[config.mk]
export PLATFORM = sky130hd
export DESIGN_NAME = sync_fifo_fwft
export DESIGN_NICKNAME = d
export VERILOG_FILES = /design/src/rtl/sync_fifo_pkg.sv /design/src/rtl/fifo_mem.sv /design/src/rtl/sync_fifo_fwft.sv
export SDC_FILE = /design/constraint.sdc
export NUM_CORES = 1
export LEC_CHECK = 0
export CELL_PAD_IN_SITES_DETAIL_PLACEMENT = 0
export CELL_PAD_IN_SITES_GLOBAL_PLACEMENT = 1
export CORE_UTILIZATION = 40
export CTS_BUF_LIST = sky130_fd_sc_hd__clkbuf_4 sky130_fd_sc_hd__clkbuf_8
export CTS_CLUSTER_DIAMETER = 120
export DETAILED_ROUTE_END_ITERATION = 7
export MAX_ROUTING_LAYER = met4
export PLACE_DENSITY_LB_ADDON = 0.1
export SLEW_MARGIN = 20
export SYNTH_ARGS = -nofsm -noshare
export SYNTH_HDL_FRONTEND = slang
export SYNTH_SLANG_ARGS = --single-unit
[constraint.sdc]
create_clock -name clk -period 2.9 [get_ports clk]
set_input_delay 0.725 -clock clk [delete_from_list [all_inputs] [get_ports clk]]
set_output_delay 0.725 -clock clk [all_outputs]
set_load 0.1 [all_outputs]
[src/rtl/sync_fifo_pkg.sv]
// Shared constants and helpers for the synchronous FIFO with optional
// first-word-fall-through output.
package sync_fifo_pkg;
   localparam int DATA_W_DEF = 8;
   localparam int K_DEF      = 4;
   localparam int MODE_STD   = 0;
   localparam int MODE_FWFT  = 1;

   function automatic int depth_f(input int k);
      return 2 ** (k - 1);
   endfunction
endpackage

[src/rtl/fifo_mem.sv]
// Simple dual-port register array: synchronous write port, asynchronous read.
// Contents are deliberately not reset.
module fifo_mem
   import sync_fifo_pkg::*;
#(
   parameter int DATA_W = DATA_W_DEF,
   parameter int K      = K_DEF
) (
   input  logic              clk,
   input  logic              we,
   input  logic [K-2:0]      waddr,
   input  logic [DATA_W-1:0] wdata,
   input  logic [K-2:0]      raddr,
   output logic [DATA_W-1:0] rdata
);
   localparam int DEPTH = depth_f(K);

   logic [DATA_W-1:0] mem_q [DEPTH];

   always_ff @(posedge clk) begin
      if (we) begin
         mem_q[waddr] <= wdata;
      end
   end

   assign rdata = mem_q[raddr];
endmodule

[src/rtl/sync_fifo_fwft.sv]
// Single-clock FIFO with wrap-bit pointers; FWFT selects between a registered
// read (data one cycle after rd_en) and a head-of-queue output register.
module sync_fifo_fwft
   import sync_fifo_pkg::*;
#(
   parameter int DATA_W = DATA_W_DEF,
   parameter int K      = K_DEF,
   parameter int FWFT   = MODE_STD
) (
   input  logic              clk,
   input  logic              rst_n,
   input  logic              wr_en,
   input  logic [DATA_W-1:0] din,
   output logic              full,
   input  logic              rd_en,
   output logic [DATA_W-1:0] dout,
   output logic              empty,
   output logic              valid,
   output logic [K-1:0]      count,
   output logic              overflow,
   output logic              underflow
);
   logic [K-1:0]      wr_ptr_q, wr_ptr_d;
   logic [K-1:0]      rd_ptr_q, rd_ptr_d;
   logic [K-1:0]      count_q, count_d;
   logic [DATA_W-1:0] dout_q, dout_d;
   logic              valid_q, valid_d;
   logic              ov_q, ov_d;
   logic              overflow_q, overflow_d;
   logic              underflow_q, underflow_d;

   logic              mem_empty;
   logic              wr_accept;
   logic              rd_advance;
   logic              word_leaves;
   logic [DATA_W-1:0] mem_rdata;

   assign mem_empty = (wr_ptr_q == rd_ptr_q);
   assign full      = (wr_ptr_q[K-2:0] == rd_ptr_q[K-2:0]) &&
                      (wr_ptr_q[K-1] != rd_ptr_q[K-1]);
   assign wr_accept = wr_en && !full;

   fifo_mem #(
      .DATA_W (DATA_W),
      .K      (K)
   ) u_mem (
      .clk   (clk),
      .we    (wr_accept && rst_n),
      .waddr (wr_ptr_q[K-2:0]),
      .wdata (din),
      .raddr (rd_ptr_q[K-2:0]),
      .rdata (mem_rdata)
   );

   always_comb begin
      rd_advance  = 1'b0;
      word_leaves = 1'b0;
      dout_d      = dout_q;
      valid_d     = 1'b0;
      ov_d        = 1'b0;
      underflow_d = 1'b0;
      if (FWFT == MODE_FWFT) begin
         // Refill the output register whenever it is free or being popped.
         word_leaves = rd_en && ov_q;
         rd_advance  = !mem_empty && (!ov_q || word_leaves);
         underflow_d = rd_en && !ov_q;
         if (rd_advance) begin
            dout_d = mem_rdata;
            ov_d   = 1'b1;
         end else if (word_leaves) begin
            ov_d   = 1'b0;
         end else begin
            ov_d   = ov_q;
         end
      end else begin
         rd_advance  = rd_en && !mem_empty;
         word_leaves = rd_advance;
         underflow_d = rd_en && mem_empty;
         valid_d     = rd_advance;
         if (rd_advance) begin
            dout_d = mem_rdata;
         end
      end

      overflow_d = wr_en && full;
      wr_ptr_d   = wr_accept  ? wr_ptr_q + K'(1) : wr_ptr_q;
      rd_ptr_d   = rd_advance ? rd_ptr_q + K'(1) : rd_ptr_q;

      count_d = count_q;
      if (wr_accept && !word_leaves) begin
         count_d = count_q + K'(1);
      end else if (!wr_accept && word_leaves) begin
         count_d = count_q - K'(1);
      end
   end

   always_ff @(posedge clk) begin
      if (!rst_n) begin
         wr_ptr_q    <= '0;
         rd_ptr_q    <= '0;
         count_q     <= '0;
         dout_q      <= '0;
         valid_q     <= 1'b0;
         ov_q        <= 1'b0;
         overflow_q  <= 1'b0;
         underflow_q <= 1'b0;
      end else begin
         wr_ptr_q    <= wr_ptr_d;
         rd_ptr_q    <= rd_ptr_d;
         count_q     <= count_d;
         dout_q      <= dout_d;
         valid_q     <= valid_d;
         ov_q        <= ov_d;
         overflow_q  <= overflow_d;
         underflow_q <= underflow_d;
      end
   end

   assign dout      = dout_q;
   assign count     = count_q;
   assign overflow  = overflow_q;
   assign underflow = underflow_q;
   assign empty     = (FWFT == MODE_FWFT) ? ~ov_q : mem_empty;
   assign valid     = (FWFT == MODE_FWFT) ? ov_q : valid_q;
endmodule

[Word-level counts from Yosys, hierarchy flattened]
Memory sizes are Yosys's and may differ from the RTL's. A register that Yosys moved wholly into a read port is not among the register bits.
Index checks and enable logic that the tools add are counted.
Word-level totals
  memory bits (writable): 64
  input bits: 12
  logic and storage cells: 32
  memories kept: 1
  bits in registers: 15
  output and inout port bits: 17
Operators by class
  reduce and logical (&&, ||, !) cells: 14
  $add $sub $neg: 4
  mux-type cells: 4
  equal/unequal tests: 3
Memory list
  u_mem.mem_q: depth 8, bits a word 8, rd ports 1, clocked after Yosys merged registers in 1, wr ports 1, line fifo_mem.sv:18  | logic [DATA_W-1:0] mem_q [DEPTH];
Operators with widths (count)
  4-bit by 1-bit adder with 4-bit output (second input constant): 3
  1-bit logical AND: 8
  4-bit two-way mux: 2
  1-bit zero test: 5
  4-bit == test: 1
  4-bit by 1-bit subtractor with 4-bit output (second input constant): 1
  3-bit == test: 1
  1-bit two-way mux: 2
  2-bit nonzero test: 1
  1-bit != test: 1

[Depth between registers and ports, before layout]
  depth after elaboration: 8
  gate-level depth with buffers: 12
  depth with buffers taken out: 10

[Modules after synthesis]
A second synthesis with hierarchy kept.
Unflattened totals
  cells, all modules: 229
  area, all modules: 3608.5 um^2
By module, submodules not included
  fifo_mem: instances 1, sequential area each 1921.8 um^2, cells an instance 106, area each 2531.2 um^2
  sync_fifo_fwft: instances 1, sequential area each 460.4 um^2, cells an instance 123, area each 1077.3 um^2

[Worst setup path after synthesis]
No wires, ideal clock.
  kind: register to register
  start point: register rd_ptr_q[1]
  end point: memory u_mem.mem_q[3][0] (netlist bit) (enable)
  buffers on the path: 1
  required time: 2625 ps
  path slack: -1487 ps
  arrival: 4113 ps
  cell stages (with the launch flop): 6
  clock period less this slack: 4387 ps
  setup time: 275 ps
  cells stage by stage: dfxtp_1 > buf_6 > xor2_4 > nor4_1 > nand4b_1 > nor2_1
On the way
  longest elaborated chain between the ends: 7
RTL lines
  from (decl): line sync_fifo_fwft.sv:24  | logic [K-1:0] rd_ptr_q, rd_ptr_d;
  from (signal assigned): line sync_fifo_fwft.sv:109  | rd_ptr_q <= rd_ptr_d;
  3-bit == test: line sync_fifo_fwft.sv:39  | assign full = (wr_ptr_q[K-2:0] == rd_ptr_q[K-2:0]) &&
  1-bit logical AND: line sync_fifo_fwft.sv:39
  named net full: line sync_fifo_fwft.sv:14  | output logic full,
  1-bit zero test: line sync_fifo_fwft.sv:41  | assign wr_accept = wr_en && !full;
  1-bit logical AND: line sync_fifo_fwft.sv:41
  1-bit logical AND: line sync_fifo_fwft.sv:48  | .we (wr_accept && rst_n),
  1-bit two-way mux: line fifo_mem.sv:21  | if (we) begin
  1-bit two-way mux (implied by the code): line fifo_mem.sv:22  | mem_q[waddr] <= wdata;
  to (decl): line fifo_mem.sv:18
The timed path passes the listed nets, and every way through them passes these cells.

[Worst setup path in the final report]
  start point: register rd_ptr_q[0]
  end point: output port empty
On the way
  longest elaborated chain between the ends: 1
RTL lines
  4-bit == test: line sync_fifo_fwft.sv:38  | assign mem_empty = (wr_ptr_q == rd_ptr_q);
  to (decl): line sync_fifo_fwft.sv:17  | output logic empty,
No other way between the ends.

==> results_dict.tcl <==
set metrics [dict create \
    vias 1910 \
    cts_root_buffer "clkbuf_8" \
    grt_max_degree 20 \
    synth_compound_area_share_pct 5.267 \
    start_util_pct 41.06 \
    synthArstFlopShare_pct 0 \
    synthSimpleGateAreaFrac_pct 6.285 \
    design_area_um2 4273 \
    area.sequential_um2 2382 \
    syn_nets 227 \
    synth-xor-area-share_pct 2.493 \
    cts_sinks 87 \
    gp_congestion 0.7799 \
    hpwl_um 4429 \
    antenna_found_initial 0 \
    vdd_drop_max_uv 369.0 \
    syn_area_um2 3563 \
    finalCritPeriodShare_pct 88.74 \
    syn_avg_cell_area_um2 17.05 \
    setup_viol 0 \
    routedWlPerCell_um 18.63 \
    cts_setup_buffers 0 \
    clock_latency_ns 0.35 \
    rows 34 \
    synth-seq-cells 87 \
    die_h_um 96.39 \
    hp-class "flip-flop to flip-flop" \
    fp.dieW_um 96.39 \
    cp.required_ns 2.17 \
    coreArea_um2 8678 \
    rsz0062_at_grt "false" \
    p_per_area_nw_per_um2 743.4 \
    min_period_ns 2.573 \
    clk_path_buf_depth 2 \
    place_ws_ns 0.1017 \
    synth_ff_type "edfxtp_1" \
    grt_pass1_vias 1970 \
    finClkSkew_ns 0.01374 \
    vias_per_cell 5.219 \
    fin_tns_setup_ns 0 \
    io_buffers 28 \
    h-tree-depth 3 \
    cp-start-kind "flip-flop" \
    synth_top_family_by_area "multiplexers" \
    synth_cells 209 \
    drv_slew 0 \
    overflow 0 \
    n_antenna_cell 0 \
    hold_viol 0 \
    grt_pass1_wl_um 10920 \
    synth-adder-area-share_pct 2.317 \
    worstSetupPathType "flip-flop to output port" \
    drtIter0Drc 42 \
    multiInputGateArea_um2 1116 \
    path_max_fanout 4 \
    synth_most_common_cell "edfxtp_1" \
    setup_slack_ns 0.3266 \
    dr.pass1.iters 4 \
    yosysSeqAreaShare_pct 66.85 \
    clkTransAtPathRegs_ns 0.09 \
    die-area_um2 9290 \
    final_util_pct 49.24 \
    area_growth_pct 19.91 \
    yosys.cell_types.count 39 \
    final_nets 271 \
    place_area_um2 4035 \
    path_cells "xor2_1, buf_4, or4_4, inv_2, buf_12" \
    synth_area_leaders "edfxtp_1 (54%), dfxtp_1 (13%), mux4_2 (5.7%), mux4_1 (5.2%), mux2i_1 (3.4%)" \
    fmax_mhz 388.6 \
    fillCellCount 752 \
    arrival_ns 1.85 \
    cts_tree "yes" \
    synth_top_cell_by_area "edfxtp_1" \
    pin_count 29 \
    relSlewSlack_pct 60.02 \
    ys_top_cells_by_count "edfxtp_1 (64), dfxtp_1 (23), mux2i_1 (12)" \
    drv_cap 0 \
    synth_top_area_share_pct 53.93 \
    cp-end-kind "output port" \
    status "completed" \
    synth_edf_count 64 \
    power_mw 3.177 \
    muxShareOfSynthArea_pct 14.22 \
    grt_usage_pct 17.52 \
    worst_slew_pin_slew_ns 0.5977 \
    slowest_delay_ns 0.53 \
    yosys_warnings 0 \
    drc 0 \
    leakagePower_nw 1.501 \
    cts_made_buffers 9 \
    drive_gt1_share_pct 25.97 \
    drtAntennaViolNets 0 \
    cp_slowest_cell "or4_4" \
    wirelength_um 6818 \
]
==> layout by cell type, fill, tap and decap left out, types with 2 or more instances in the layout <==
cell / instances
edfxtp_1: 64
nand2b_1: 3
inv_6: 2
and3_1: 2
clkdlybuf4s50_1: 11
mux2i_1: 12
nand3_1: 6
clkbuf_8: 9
xnor2_1: 4
nor4_1: 4
nand2_1: 6
ha_1: 5
nor2_1: 7
xor2_1: 3
and2_1: 4
a21boi_1: 2
buf_12: 2
dfxtp_1: 23
bufinv_16: 2
mux4_1: 7
or3_1: 2
buf_4: 32
o21ai_0: 3
mux4_2: 9
o21ai_1: 2
o2bb2ai_1: 8
inv_1: 5
==> state kept, by name, indices dropped and copies added (netlist names) <==
register     count
u_mem.mem_q     64
dout             8
count            4
rd_ptr_q         4
wr_ptr_q         4
overflow         1
underflow        1
valid            1
==> layout make-up <==
| cell class | count | area share (%) |
|---|---|---|
| Clock inverter | 7 | 2.401 |
| Inverter | 6 | 0.5271 |
| Clock buffer | 9 | 2.899 |
| Timing Repair Buffer | 45 | 9.136 |
| Tap cell | 108 | 3.163 |
| Sequential cell | 87 | 55.75 |
| Multi-Input combinational cell | 104 | 26.12 |
==> through the flow <==
step                cells  hold WS, ns
floorplan             209       0.4976
global placement      350       0.4453
global route          366       0.4905
finish                366       0.4720
CTS                   366       0.4744
detailed placement    350       0.4497
==> path summary, 6_finish.rpt <==
path,startpoint,to,slack [ns],depth (start not counted)
hold / removal,dout[4]$_SDFFE_PN0P_,dout[4]$_SDFFE_PN0P_,0.47,1
setup / recovery,rd_ptr_q[0]$_SDFFE_PN0P_,empty,0.33,5
setup reg to reg,rd_ptr_q[1]$_SDFFE_PN0P_,count[3]$_SDFFE_PN0P_,0.35,9
hold reg to reg,dout[4]$_SDFFE_PN0P_,dout[4]$_SDFFE_PN0P_,0.47,1
==> per-layer routing <==
layer	part of all wire, %	vias to the layer above	GRT usage, %
li1	-	906	-
met1	43	959	20.19
met2	53	34	30.02
met3	3.4	11	4.773
met4	1.2	0	5.270
met5	0	-	-
==> cells by family after synthesis <==
| kind of cell | after synthesis |
|---|---|
| buffers and inverters | 18 |
| DFF | 87 |
| and+or+nand+nor | 40 |
| AOI/OAI and AO/OA | 22 |
| xor gates and xnor gates | 8 |
| adders and majority gates | 6 |
| muxes | 28 |
==> where the power goes <==
part / switching [mW] / leakage (nW) / internal, mW / total, mW
Sequential: 0.0435 / 0.766 / 1.39 / 1.44
Combinational: 0.551 / 0.619 / 0.248 / 0.800
Clock: 0.444 / 0.116 / 0.497 / 0.941
Total: 1.04 / 1.50 / 2.14 / 3.18
==> what timing repair did <==
action                     4_1_cts  5_1_grt
gates resized for setup          0        1
setup endpoints to repair        0        1
hold buffers                     0        0
==> critical path: cells and delay by family, from the launching register on <==
family        cells  cell delay, ns
simple gates      1            0.53
xor+xnor          1            0.19
flops             1            0.33
buf+inv           3            0.44
Note: power is estimated with default switching activity, not from simulation.
